## config.mk

```make
export PLATFORM = sky130hd
export DESIGN_NAME = fwd_hazard_unit
export DESIGN_NICKNAME = d
export VERILOG_FILES = /design/src/rtl/fwd_hazard_unit.sv
export SDC_FILE = /design/constraint.sdc
export NUM_CORES = 1
export LEC_CHECK = 0
export BUFFER_PORTS_ARGS = -buffer_cell sky130_fd_sc_hd__buf_4
export CORE_AREA = 3 3 102 104
export CTS_BUF_LIST = sky130_fd_sc_hd__clkbuf_2
export CTS_CLUSTER_SIZE = 10
export DETAILED_ROUTE_END_ITERATION = 16
export DIE_AREA = 0 0 105 107
export GPL_TIMING_DRIVEN = 1
export PLACE_DENSITY = 0.56
export SLEW_MARGIN = 20
export SYNTH_ARGS = -nofsm -noshare
export SYNTH_HDL_FRONTEND = slang
export SYNTH_SLANG_ARGS = --single-unit
```

## constraint.sdc

```tcl
create_clock -name clk -period 4.86 [get_ports clk]
set_clock_uncertainty 0.2 [all_clocks]
set_input_delay 0.243 -clock clk [delete_from_list [all_inputs] [get_ports clk]]
set_output_delay 0.243 -clock clk [all_outputs]
set_load 0.02 [all_outputs]
```

## src/rtl/fwd_hazard_unit.sv

```systemverilog
// Forwarding and load-use hazard controller for the 5-stage MIPS core.
// Shadows EX/MEM/WB destination bookkeeping and drives EX operand-select codes and the ID stall.
module fwd_hazard_unit #(
  parameter int AW   = 5,
  parameter int CNTW = 32
) (
  input  logic            clk,
  input  logic            rst,
  input  logic            id_valid,
  input  logic [AW-1:0]   id_rs,
  input  logic [AW-1:0]   id_rt,
  input  logic            id_use_rs,
  input  logic            id_use_rt,
  input  logic [AW-1:0]   id_wreg,
  input  logic            id_we,
  input  logic            id_load,
  input  logic            ext_stall,
  input  logic            flush,
  output logic [1:0]      fwd_a,
  output logic [1:0]      fwd_b,
  output logic            stall_id,
  output logic [CNTW-1:0] bubble_cnt
);

  typedef struct packed {
    logic          valid;
    logic [AW-1:0] wreg;
    logic          we;
    logic          load;
  } dst_t;

  typedef struct packed {
    dst_t          dst;
    logic [AW-1:0] rs;
    logic [AW-1:0] rt;
    logic          use_rs;
    logic          use_rt;
  } ex_t;

  localparam logic [AW-1:0] REG_ZERO  = {AW{1'b0}};
  localparam dst_t          DST_BUB   = '{valid: 1'b0, wreg: {AW{1'b0}}, we: 1'b0, load: 1'b0};
  localparam ex_t           EX_BUB    = '{dst: DST_BUB, rs: {AW{1'b0}}, rt: {AW{1'b0}},
                                          use_rs: 1'b0, use_rt: 1'b0};

  ex_t             ex_q,  ex_d;
  dst_t            mem_q, mem_d;
  dst_t            wb_q,  wb_d;
  logic [CNTW-1:0] cnt_q, cnt_d;
  ex_t             id_ent_s;
  logic            lu_s;

  // Youngest-producer-wins select; a load sitting in MEM has no result yet.
  function automatic logic [1:0] fwd_sel(
    input logic          ex_valid,
    input logic          src_used,
    input logic [AW-1:0] src,
    input dst_t          mem,
    input dst_t          wb
  );
    logic [1:0] sel;
    if (!ex_valid || !src_used || src == REG_ZERO) begin
      sel = 2'd0;
    end else if (mem.valid && mem.we && !mem.load && mem.wreg == src) begin
      sel = 2'd1;
    end else if (wb.valid && wb.we && wb.wreg == src) begin
      sel = 2'd2;
    end else begin
      sel = 2'd0;
    end
    return sel;
  endfunction

  // Pack the ID-stage instruction into an EX entry and detect load-use.
  always_comb begin
    id_ent_s            = EX_BUB;
    id_ent_s.dst.valid  = id_valid;
    id_ent_s.dst.wreg   = id_wreg;
    id_ent_s.dst.we     = id_we;
    id_ent_s.dst.load   = id_load;
    id_ent_s.rs         = id_rs;
    id_ent_s.rt         = id_rt;
    id_ent_s.use_rs     = id_use_rs;
    id_ent_s.use_rt     = id_use_rt;
    lu_s = id_valid && ex_q.dst.valid && ex_q.dst.load && ex_q.dst.we &&
           (ex_q.dst.wreg != REG_ZERO) &&
           ((id_use_rs && id_rs == ex_q.dst.wreg) || (id_use_rt && id_rt == ex_q.dst.wreg));
  end

  // Pipeline advance: flush beats freeze, freeze beats normal flow.
  always_comb begin
    ex_d  = ex_q;
    mem_d = mem_q;
    wb_d  = wb_q;
    cnt_d = cnt_q;
    if (flush) begin
      wb_d  = mem_q;
      mem_d = DST_BUB;
      ex_d  = EX_BUB;
    end else if (ext_stall) begin
      ex_d  = ex_q;
      mem_d = mem_q;
      wb_d  = wb_q;
    end else begin
      wb_d  = mem_q;
      mem_d = ex_q.dst;
      if (lu_s || !id_valid) begin
        ex_d = EX_BUB;
      end else begin
        ex_d = id_ent_s;
      end
      if (lu_s) begin
        cnt_d = cnt_q + CNTW'(1'b1);
      end else begin
        cnt_d = cnt_q;
      end
    end
  end

  // State registers.
  always_ff @(posedge clk) begin
    if (rst) begin
      ex_q  <= EX_BUB;
      mem_q <= DST_BUB;
      wb_q  <= DST_BUB;
      cnt_q <= {CNTW{1'b0}};
    end else begin
      ex_q  <= ex_d;
      mem_q <= mem_d;
      wb_q  <= wb_d;
      cnt_q <= cnt_d;
    end
  end

  // Operand selects depend only on registered state, so they hold steady during a freeze.
  always_comb begin
    fwd_a = fwd_sel(ex_q.dst.valid, ex_q.use_rs, ex_q.rs, mem_q, wb_q);
    fwd_b = fwd_sel(ex_q.dst.valid, ex_q.use_rt, ex_q.rt, mem_q, wb_q);
  end

  assign stall_id   = lu_s & ~flush;
  assign bubble_cnt = cnt_q;

endmodule

```

==> results.cfg <==
[run_status]
status = completed

[worst_hold_path]
whs_endpoint = ex_q[17]
hold_path_depth = 3
hold_class = primary input to flop
worstHoldStart = id_wreg[3]

[finish]
nFillCells = 978
fin_cells = 570
drive_gt1_frac = 0.2059
finalNetCount = 457
multiInputGateArea_mm2 = 0.001838
diodes = 0
register_area_mm2 = 0.001341
synthToLayoutAreaGrowth_pct = 27.37

[setup_path]
cp_top_family = simple AND/OR/NAND/NOR gates
crit_arrival_ns = 2.54
critPathBufInv = 3
crit_path_max_fanout = 36
crit_cells = 7
r2r_start = ex_q[14]
r2r_slack_ns = 2.05
cp-end-kind = output pin
worst_path_max_delay_cell = dlygate4sd3_1
r2r-end = ex_q[13]
slowest_delay_ns = 0.53
crit_type = primary input to output pin
startpoint_type = primary input
path_cells = dlygate4sd3_1 -> buf_4 -> xor2_1 -> nor4_1 -> a32oi_4 -> nor4_1 -> buf_4
worstPathRequired_ns = 4.42
reg2regPathDepth = 5

[logic_synthesis]
yosys_warnings = 0
yosys.area_share.simple = 0.2399
ys_ff_latch = 67
synthesis.area_mm2 = 0.003296
synth.area.mux_share = 0.06606
synth-xor-area-share = 0.07973
yosysTopAreaCell = dfxtp_1
syn_inst = 360
syn_nets = 385
syn_area_per_cell_um2 = 9.155
synth_compound_area_frac = 0.1648
synth.distinct_cells = 43
synth.area.top_cells = dfxtp_1, or4_1, a22o_1
synth_edf_count = 0
yosys_most_used_dff = dfxtp_1
synth_top_family_by_area = simple AND/OR/NAND/NOR gates
synth-async-reset-ratio = 0
yosysSeqAreaShare = 0.4070
synth_top_cell_area_share = 0.4070
synth_fa_ha_area_frac = 0.003797

[run]
drv_cap = 0

[sta]
setup_viol = 0
fmax_mhz = 335.7
report.final.slew_viol_count = 0
hold_viol = 0
tightest_slew_ns = 0.9448
rsz0062_at_grt = false
max-slew-margin-rel = 0.3701
setup_tns_ns = 0
period_needed_ns = 2.979
fin_crit_sh = 0.6129
whs_ns = 0.3027

[power]
total_power_w = 0.001012
p_per_area_mw_per_mm2 = 241.0
leakage_nw = 1.578
ir_worst_vdd_v = 0.0001067

[drt]
routed_via_density = 5.342
dr.pass1.iters = 4
antenna_left = 0
via_count = 3045
first_iter_violations = 136
wl_mm = 8.737
avgRoutedWirePerCell_um = 15.33
drc = 0

[clock_tree]
htree_levels = 3
cts_num_sinks = 67
insertion_delay_ns = 0.48
postCtsHoldBufs = 23
cts_resized = 0
cts_tree = yes
root_buffer = clkbuf_2
numCtsBuffers = 9
cts_buffer_depth = 2
cts.clk_slew.worst_paths_ns = 0.20
cts_setup_buffers = 0

[placed_design]
dp_hpwl_mm = 6.077
gp_congestion = 0.8183
placedCellCount = 531
port_buffers = 60

[die]
num_rows = 36
die-area_mm2 = 0.01124
ios = 61
die_w_um = 105
dieHeight_um = 107
start_util = 0.3419
core_area_mm2 = 0.009639

[global_route]
grt_pass1_vias = 2915
grt_pass1_wl_mm = 14.46
gr-usage-all-layers = 0.1569
grt_max_degree = 47
grt_remaining_overflow = 0
antenna_found_initial = 0
synth_stat cells (2+ instances only):
library cell	n
and4_1	3
or2_2	2
nand3_1	19
or3_1	3
nor2b_1	6
nor2_1	29
buf_2	6
o211ai_1	2
nand2_1	10
and3_1	2
inv_1	5
nor4_2	2
nand4_1	11
or4_1	25
and2_1	3
dfxtp_1	67
mux2_2	6
mux2i_1	15
clkbuf_1	12
o31ai_1	22
nor4_1	6
a21oi_1	26
a22o_1	19
clkbuf_2	3
nor4b_1	3
xnor2_1	16
o21ai_0	3
xor2_1	14
nor3_1	5
buf_4	2
worst min-delay path, stage by stage:
cell,delay (ns)
dlygate4sd3_1,0.52
buf_4,0.10
a22o_1,0.11
cells by family after synthesis:
| kind of cell | after synthesis |
|---|---|
| and+or+nand+nor | 135 |
| AOI/OAI and AO/OA | 77 |
| DFF | 67 |
| xor gates and xnor gates | 30 |
| buffers and inverters | 29 |
| muxes | 21 |
| adders and majority gates | 1 |
metrics by stage:
step                      setup slack, ns    util  instance area (um2)
after floorplan                     2.389       -                 3296
after global placement              2.094  0.3973                 3830
after detailed placement            2.032  0.3973                 3830
after CTS                           1.802  0.4355                 4198
after global routing                1.659  0.4355                 4198
final                               1.881  0.4355                 4198
layout make-up:
cell class	instances	area share
inverters	5	0.004471
clock buffers	9	0.01073
flip-flops and latches	67	0.3195
repair buffers	85	0.1657
well taps	133	0.03964
multi-input cells	264	0.4379
clock inverters	7	0.02206
power by group:
part	total (W)	internal [W]	switching (W)
registers	0.000560	0.000554	0.00000581
clock network	0.000378	0.000168	0.000210
logic	0.0000734	0.0000385	0.0000350
how the worst max path moves through the flow:
stage	start	end	slack, ns
after floorplan	ex_q[18]	stall_id	2.39
after global placement	ex_q[18]	ex_q[5]	2.09
after detailed placement	ex_q[14]	ex_q[10]	2.03
after CTS	ex_q[18]	stall_id	1.80
after global routing	ex_q[18]	stall_id	1.66
final	id_rt[3]	stall_id	1.88
sequential cells by signal, indices dropped and copies added (netlist names):
| signal | cells |
|---|---|
| bubble_cnt | 32 |
| wb_q | 7 |
| mem_q | 8 |
| ex_q | 20 |
cells in the final DEF (no fill, tap or decap), types with 5 or more instances in the layout:
cell type,instances
a21oi_1,26
a22o_1,19
buf_4,62
clkbuf_2,9
dfxtp_1,67
dlygate4sd3_1,23
inv_1,5
mux2_2,6
mux2i_1,15
nand2_1,10
nand3_1,19
nand4_1,11
nor2_1,29
nor2b_1,6
nor3_1,5
nor4_1,6
o31ai_1,22
or4_1,25
xnor2_1,16
xor2_1,14
per-layer routing:
metal / track usage / wire, um / up-vias
li1: - / - / 1500
met2: 0.2452 / 4086 / 53
met4: 0.07029 / 137 / 0
met3: 0.02589 / 272 / 11
met5: 0 / 0 / -
met1: 0.2129 / 4241 / 1481
No activity file was read; power rests on OpenSTA's default activity.
